<file path="config.mk">
export PLATFORM = sky130hd
export DESIGN_NAME = sum_uart_sequencer_flat
export DESIGN_NICKNAME = d
export VERILOG_FILES = /design/src/rtl/sum_uart_pkg.sv /design/src/rtl/sum_uart_sequencer_if.sv /design/src/rtl/sum_uart_sequencer_sync_edge_det.sv /design/src/rtl/sum_uart_sequencer.sv /design/src/flat_wrapper.sv
export SDC_FILE = /design/constraint.sdc
export NUM_CORES = 1
export LEC_CHECK = 0
export ABC_AREA = 1
export BUFFER_PORTS_ARGS = -buffer_cell sky130_fd_sc_hd__buf_2
export CAP_MARGIN = 10
export CELL_PAD_IN_SITES_DETAIL_PLACEMENT = 1
export CELL_PAD_IN_SITES_GLOBAL_PLACEMENT = 1
export CORE_MARGIN = 1.5
export CORE_UTILIZATION = 37
export DETAILED_ROUTE_END_ITERATION = 16
export PLACE_DENSITY_LB_ADDON = 0.1
export SYNTH_ARGS = -nofsm -noshare
export SYNTH_HDL_FRONTEND = slang
export SYNTH_SLANG_ARGS = --single-unit
</file>
<file path="constraint.sdc">
create_clock -name clk -period 1.5 [get_ports clk]
set_input_delay 0 -clock clk [delete_from_list [all_inputs] [get_ports clk]]
set_output_delay 0 -clock clk [all_outputs]
set_load 0.01 [all_outputs]
</file>
<file path="src/rtl/sum_uart_pkg.sv">
// Shared types and constants for the summing UART sequencer: FSM states,
// ASCII framing constants and the byte-selection helper.
package sum_uart_pkg;

  typedef enum logic [2:0] {
    ST_IDLE,
    ST_SEND,
    ST_WAIT_ACK,
    ST_WAIT_DONE,
    ST_DONE
  } state_t;

  localparam logic [7:0] ASCII_ZERO  = 8'h30;
  localparam logic [7:0] DEFAULT_EOL = 8'h0D;
  localparam int         FRAME_LEN   = 3;
  localparam logic [1:0] LAST_IDX    = 2'(FRAME_LEN - 1);

  // Frame is two decimal ASCII digits of the snapshot followed by the terminator.
  function automatic logic [7:0] frame_byte(input logic [1:0] idx,
                                            input logic [4:0] value,
                                            input logic [7:0] eol);
    logic [4:0] tens;
    logic [4:0] units;
    tens  = value / 5'd10;
    units = value % 5'd10;
    case (idx)
      2'd0:    frame_byte = ASCII_ZERO + {3'b000, tens};
      2'd1:    frame_byte = ASCII_ZERO + {3'b000, units};
      default: frame_byte = eol;
    endcase
  endfunction

endpackage

</file>
<file path="src/rtl/sum_uart_sequencer_if.sv">
// Bundle of the sequencer's button, operand, UART handshake and status signals.
interface sum_uart_sequencer_if;

  logic       save_a_n;
  logic       save_b_n;
  logic [3:0] data_input;
  logic       uart_tx_en;
  logic       uart_busy;
  logic       tx_start;
  logic [7:0] tx_data;
  logic [3:0] a_q;
  logic [3:0] b_q;
  logic [4:0] sum_q;
  logic       seq_busy;
  logic       frame_done;
  logic       tx_err;

  modport master (
    output save_a_n, save_b_n, data_input, uart_tx_en, uart_busy,
    input  tx_start, tx_data, a_q, b_q, sum_q, seq_busy, frame_done, tx_err
  );

  modport slave (
    input  save_a_n, save_b_n, data_input, uart_tx_en, uart_busy,
    output tx_start, tx_data, a_q, b_q, sum_q, seq_busy, frame_done, tx_err
  );

endinterface

</file>
<file path="src/rtl/sum_uart_sequencer_sync_edge_det.sv">
// Multi-flop synchronizer for an asynchronous input with single-cycle
// rise/fall pulses derived from the synchronized level.
module sync_edge_det #(
  parameter int   STAGES    = 2,
  parameter logic RESET_VAL = 1'b0
) (
  input  logic clk,
  input  logic reset,
  input  logic async_in,
  output logic rise,
  output logic fall
);

  logic [STAGES-1:0] chain;
  logic              prev;

  always_ff @(posedge clk or posedge reset) begin
    if (reset) begin
      chain <= {STAGES{RESET_VAL}};
      prev  <= RESET_VAL;
    end else begin
      chain <= {chain[STAGES-2:0], async_in};
      prev  <= chain[STAGES-1];
    end
  end

  assign rise = chain[STAGES-1] & ~prev;
  assign fall = ~chain[STAGES-1] & prev;

endmodule

</file>
<file path="src/rtl/sum_uart_sequencer.sv">
// Captures two 4-bit operands from buttons and, on request, sends their sum
// as two ASCII decimal digits plus a terminator through a byte-wide UART.
module sum_uart_sequencer
  import sum_uart_pkg::*;
#(
  parameter int         SYNC_STAGES = 2,
  parameter int         ACK_TIMEOUT = 255,
  parameter logic [7:0] EOL_BYTE    = DEFAULT_EOL
) (
  input logic                 clk,
  input logic                 reset,
  sum_uart_sequencer_if.slave bus
);

  localparam int             TW           = $clog2(ACK_TIMEOUT + 1);
  localparam logic [TW-1:0]  TIMEOUT_LAST = TW'(ACK_TIMEOUT - 1);

  logic a_fall, b_fall, tx_rise;
  logic unused_a_rise, unused_b_rise, unused_tx_fall;

  sync_edge_det #(.STAGES(SYNC_STAGES), .RESET_VAL(1'b1)) u_sync_a (
    .clk(clk), .reset(reset), .async_in(bus.save_a_n),
    .rise(unused_a_rise), .fall(a_fall)
  );

  sync_edge_det #(.STAGES(SYNC_STAGES), .RESET_VAL(1'b1)) u_sync_b (
    .clk(clk), .reset(reset), .async_in(bus.save_b_n),
    .rise(unused_b_rise), .fall(b_fall)
  );

  sync_edge_det #(.STAGES(SYNC_STAGES), .RESET_VAL(1'b0)) u_sync_tx (
    .clk(clk), .reset(reset), .async_in(bus.uart_tx_en),
    .rise(tx_rise), .fall(unused_tx_fall)
  );

  logic [3:0] a_q, b_q;
  logic       a_valid, b_valid;
  logic [4:0] sum_q;

  // Operand capture runs in every state; the frame works from its own snapshot.
  always_ff @(posedge clk or posedge reset) begin
    if (reset) begin
      a_q     <= 4'd0;
      b_q     <= 4'd0;
      a_valid <= 1'b0;
      b_valid <= 1'b0;
    end else begin
      if (a_fall) begin
        a_q     <= bus.data_input;
        a_valid <= 1'b1;
      end
      if (b_fall) begin
        b_q     <= bus.data_input;
        b_valid <= 1'b1;
      end
    end
  end

  assign sum_q = {1'b0, a_q} + {1'b0, b_q};

  state_t        state, state_next;
  logic [1:0]    idx, idx_next;
  logic [4:0]    snap, snap_next;
  logic [TW-1:0] timer, timer_next;
  logic          tx_err, tx_err_next;
  logic          tx_start;

  always_ff @(posedge clk or posedge reset) begin
    if (reset) begin
      state  <= ST_IDLE;
      idx    <= 2'd0;
      snap   <= 5'd0;
      timer  <= '0;
      tx_err <= 1'b0;
    end else begin
      state  <= state_next;
      idx    <= idx_next;
      snap   <= snap_next;
      timer  <= timer_next;
      tx_err <= tx_err_next;
    end
  end

  always_comb begin
    state_next  = state;
    idx_next    = idx;
    snap_next   = snap;
    timer_next  = timer;
    tx_err_next = tx_err;
    tx_start    = 1'b0;
    case (state)
      ST_IDLE: begin
        if (tx_rise && a_valid && b_valid) begin
          snap_next   = sum_q;
          idx_next    = 2'd0;
          tx_err_next = 1'b0;
          state_next  = ST_SEND;
        end
      end
      ST_SEND: begin
        if (!bus.uart_busy) begin
          tx_start   = 1'b1;
          timer_next = '0;
          state_next = ST_WAIT_ACK;
        end
      end
      ST_WAIT_ACK: begin
        // A UART that never reports busy aborts the whole frame.
        if (bus.uart_busy) begin
          state_next = ST_WAIT_DONE;
        end else if (timer == TIMEOUT_LAST) begin
          tx_err_next = 1'b1;
          state_next  = ST_IDLE;
        end else begin
          timer_next = timer + 1'b1;
        end
      end
      ST_WAIT_DONE: begin
        if (!bus.uart_busy) begin
          if (idx == LAST_IDX) begin
            state_next = ST_DONE;
          end else begin
            idx_next   = idx + 2'd1;
            state_next = ST_SEND;
          end
        end
      end
      ST_DONE:  state_next = ST_IDLE;
      default:  state_next = ST_IDLE;
    endcase
  end

  // Byte depends only on idx and snapshot, so it holds steady through each byte.
  assign bus.tx_data    = (state == ST_SEND || state == ST_WAIT_ACK || state == ST_WAIT_DONE)
                          ? frame_byte(idx, snap, EOL_BYTE) : 8'h00;
  assign bus.tx_start   = tx_start;
  assign bus.a_q        = a_q;
  assign bus.b_q        = b_q;
  assign bus.sum_q      = sum_q;
  assign bus.seq_busy   = (state != ST_IDLE);
  assign bus.frame_done = (state == ST_DONE);
  assign bus.tx_err     = tx_err;

endmodule

</file>
<file path="src/flat_wrapper.sv">
// flat-port wrapper written by rule: the top's interface ports become plain ports
module sum_uart_sequencer_flat import sum_uart_pkg::*;
#(
  parameter int         SYNC_STAGES = 2,
  parameter int         ACK_TIMEOUT = 255,
  parameter logic [7:0] EOL_BYTE    = DEFAULT_EOL
)
  (clk, reset, bus_save_a_n, bus_save_b_n, bus_data_input, bus_uart_tx_en, bus_uart_busy, bus_tx_start, bus_tx_data, bus_a_q, bus_b_q, bus_sum_q, bus_seq_busy, bus_frame_done, bus_tx_err);
  sum_uart_sequencer_if bus_i ();
  input logic clk;
  input logic reset;
  input wire logic [$bits(bus_i.save_a_n)-1:0] bus_save_a_n;
  input wire logic [$bits(bus_i.save_b_n)-1:0] bus_save_b_n;
  input wire logic [$bits(bus_i.data_input)-1:0] bus_data_input;
  input wire logic [$bits(bus_i.uart_tx_en)-1:0] bus_uart_tx_en;
  input wire logic [$bits(bus_i.uart_busy)-1:0] bus_uart_busy;
  output wire logic [$bits(bus_i.tx_start)-1:0] bus_tx_start;
  output wire logic [$bits(bus_i.tx_data)-1:0] bus_tx_data;
  output wire logic [$bits(bus_i.a_q)-1:0] bus_a_q;
  output wire logic [$bits(bus_i.b_q)-1:0] bus_b_q;
  output wire logic [$bits(bus_i.sum_q)-1:0] bus_sum_q;
  output wire logic [$bits(bus_i.seq_busy)-1:0] bus_seq_busy;
  output wire logic [$bits(bus_i.frame_done)-1:0] bus_frame_done;
  output wire logic [$bits(bus_i.tx_err)-1:0] bus_tx_err;
  assign bus_i.save_a_n = bus_save_a_n;
  assign bus_i.save_b_n = bus_save_b_n;
  assign bus_i.data_input = bus_data_input;
  assign bus_i.uart_tx_en = bus_uart_tx_en;
  assign bus_i.uart_busy = bus_uart_busy;
  assign bus_tx_start = bus_i.tx_start;
  assign bus_tx_data = bus_i.tx_data;
  assign bus_a_q = bus_i.a_q;
  assign bus_b_q = bus_i.b_q;
  assign bus_sum_q = bus_i.sum_q;
  assign bus_seq_busy = bus_i.seq_busy;
  assign bus_frame_done = bus_i.frame_done;
  assign bus_tx_err = bus_i.tx_err;
  sum_uart_sequencer #(.SYNC_STAGES(SYNC_STAGES), .ACK_TIMEOUT(ACK_TIMEOUT), .EOL_BYTE(EOL_BYTE)) u_core (.clk(clk), .reset(reset), .bus(bus_i));
endmodule
</file>
==> results by group <==
Worst setup path
  • Crit-path max FO: 4
  • CP startpoint kind: flip-flop
  • CP Capture Type: primary output
  • Critical-path cell list: inv_2 -> nand2_2 -> nand4_1 -> nand2_2 -> nand2_2 -> a21oi_2 -> nor2_1 -> buf_2
  • Crit path top cell by count: nand2_2
  • Critical path origin: u_core.snap[4]
  • Worst EP required: 1.50 ns
  • Largest stage delay on the critical path: 0.44 ns
  • Crit Path Class: reg -> out
  • Crit path max-delay cell type: dfrtp_1
  • Reg2reg start: u_core.state[2]
  • Crit path DAT: 1.62 ns

Layout
  • Util after Layout: between 50 and 60%
  • Area Growth Syn to Fin: 41.8%
  • Commonest cells after routing, fill and taps aside: 45 x nand2_1, 31 x buf_2, 28 x inv_1
  • Layout cells sized above 1: around 47%
  • Diode count: 0
  • Commonest non-fill, non-tap cell in the layout: nand2_1
  • Post-layout net count: 338

Global route
  • Gr usage total: 18.9%
  • Largest net degree at the start of global routing: 39
  • Global-route wire length before repair: 8890 um
  • Gr ovfl total: 0
  • Initial antenna violation count: 0
  • Vias in the first global route: 1,905

Timing
  • Period utilization: 108%
  • Final Skew: 0.00940 ns
  • Max-slew violation count: 0
  • Period minus WS final: 1.62 ns
  • Total negative setup slack: -0.647 ns
  • Hold_ws: -0.00884 ns
  • Hold Fails Final Rpt: 1
  • RSZ-0062 raised after global routing: true
  • Setup violations, final: 12
  • Worst Slack Setup Final: -0.123 ns
  • Highest Clock Rate: around 620 MHz

Power and ir drop
  • VDD IR-drop max: 660 uV
  • Pleak: 0.00140 uW
  • Pwr dens: 1540 nW/um2

Place
  • # port buffers: 32
  • Hpwl dp: roughly 3500 um
  • RePlAce Congestion: 0.783

Synth
  • Async set-reset flop share out of synthesis: 100%
  • Seq/Total Area, Yosys: between 40% and 50%
  • Post-synth top flop: dfrtp_1
  • Post-synth cell types: 32
  • Synth warnings: 0
  • Avg Inst Size Synth: 8.42 um2
  • Gate Count Post-Synth: 243
  • Synth Register Bits: 38
  • Number of synthesized flops with an enable pin: 0
  • Cell area after synthesis: approximately 2000 um2

Clocking
  • CTS Buffer Depth: 2
  • Worst skew pair latency: 0.30 ns
  • # H-tree levels: 2
  • TritonCTS Buffers: 5
  • Clock slew at reported path FFs: 0.09 ns
  • TritonCTS clock tree: done
  • Root Buffer: clkbuf_8
  • Clock sink total: 38

Floorplan
  • Die H: ~77 um
  • Core Footprint: 5200 um2
  • Initial Utilization: about two fifths
  • Die W: about 77 um
  • Die ar.: between 5000 and 6000 um2
  • IO Pins: 35
  • Rows: 26

Route
  • Wire length per cell: 14.0 um
  • ANT nets after route: 0
  • Remaining DRCs: 0
  • TritonRoute pass-1 iters: 3
  • Via/cell ratio: 4.77
  • DRT iter0 DRCs: 56
  • Total Wirelength: 5440 um
  • Via count: 1,854

Job
  • Max-cap violations: 0

Min path
  • Min-Delay Startpoint: bus_data_input[1]
  • Worst Hold Class: in -> reg

Run status
  • Failing checks: hold timing, setup timing
  • Status: finished with violations
## worst max-delay path: cells and delay by family (launching register included)
kind                   cells  cell delay (ns)
flip-flops                 1             0.44
buffers and inverters      2             0.22
AND/OR/NAND/NOR            5             0.53
AO/OA/AOI/OAI              1             0.15
## cell type report
cell class,instances,area (um2)
repair buffers,69,477
clock inverters,3,45.0
multi-input cells,163,1090
flip-flops and latches,38,966
inverters,40,160
fillers,641,2300
well taps,70,87.6
clock buffers,5,68.8
repair inverters,1,6.26
## sequential cells by signal (all words and copies together), names as in the netlist
name	cells
u_core.idx	2
u_core.u_sync_b.prev	1
u_core.u_sync_tx.chain	2
u_core.state	3
u_core.a_valid	1
u_core.b_valid	1
u_core.bus.tx_err	1
u_core.bus.b_q	4
u_core.u_sync_b.chain	2
u_core.u_sync_a.chain	2
u_core.u_sync_a.prev	1
u_core.u_sync_tx.prev	1
u_core.timer	8
u_core.bus.a_q	4
u_core.snap	5
## where the power goes
group | switching (uW) | internal (uW)
Sequential | 202 | 1200
Combinational | 1240 | 938
Clock | 388 | 495
Total | 1830 | 2630
## Yosys cell counts, drive strengths merged (2+ instances only)
cell	n	area [um2]
nand2	60	240
or2	2	12.5
nand3	21	105
nor3	4	41.3
dfrtp	32	801
o21ai	24	135
ha	9	113
nor2	18	86.3
dfstp	6	158
inv	40	158
a21oi	6	30.0
xor2	3	26.3
nand4	5	31.3
buf	3	22.5
xnor2	2	17.5
## per-layer routing
| metal | global-route usage, % | vias to the layer above | wire, um |
|---|---|---|---|
| met1 | 22.9 | 893 | 2370 |
| met5 | 0 | - | 0 |
| met3 | 4.35 | 10 | 136 |
| met2 | 32.6 | 30 | 2840 |
| met4 | 7.27 | 0 | 97 |
| li1 | - | 921 | - |
## worst paths after layout
check | endpoint | slack [ns] | cells after the start
max in group asynchronous | u_core.state[0] | 0.78 | 4
max reg2reg | u_core.timer[4] | -0.05 | 8
min reg2reg | u_core.u_sync_tx.chain[1] | 0.35 | 0
min in group asynchronous | u_core.bus.b_q[1] | 0.37 | 4
min | u_core.bus.a_q[1] | -0.009 | 3
max | bus_tx_data[2] | -0.12 | 8
## cells by family after synthesis
kind of cell	after synthesis	synth area share [%]
AO/OA/AOI/OAI	36	10.3
AND/OR/NAND/NOR	110	25.3
buffers and inverters	43	8.81
flip-flops	38	46.9
other	1	0.183
adder cells (fa/ha/maj)	10	6.48
XOR/XNOR	5	2.14
## through the flow
stage / power [uW] / cell area [um2] / worst slack [ns] / hold slack (ns) / instances
detailed placement: 2940 / 2350 / -0.0129 / 0.107 / 352
finish: 4460 / 2900 / -0.123 / -0.00884 / 389
global route: 4770 / 2900 / -0.182 / 0.00701 / 389
floorplan: 2430 / 2060 / -0.0138 / 0.00448 / 244
CTS: 4110 / 2700 / -0.0986 / 0.00112 / 382
global placement: 2900 / 2350 / 0.0594 / 0.106 / 352
## what timing repair did
action / 4_1_cts / 5_1_grt
buffers inserted: 15 / 6
endpoints found under the hold margin: 40 / 0
hold buffers: 7 / 0
setup endpoints to repair: 14 / 28
pin swaps: 11 / 15
cloned: 0 / 1
resized for setup: 22 / 48
(Power assumes the default switching activity.)
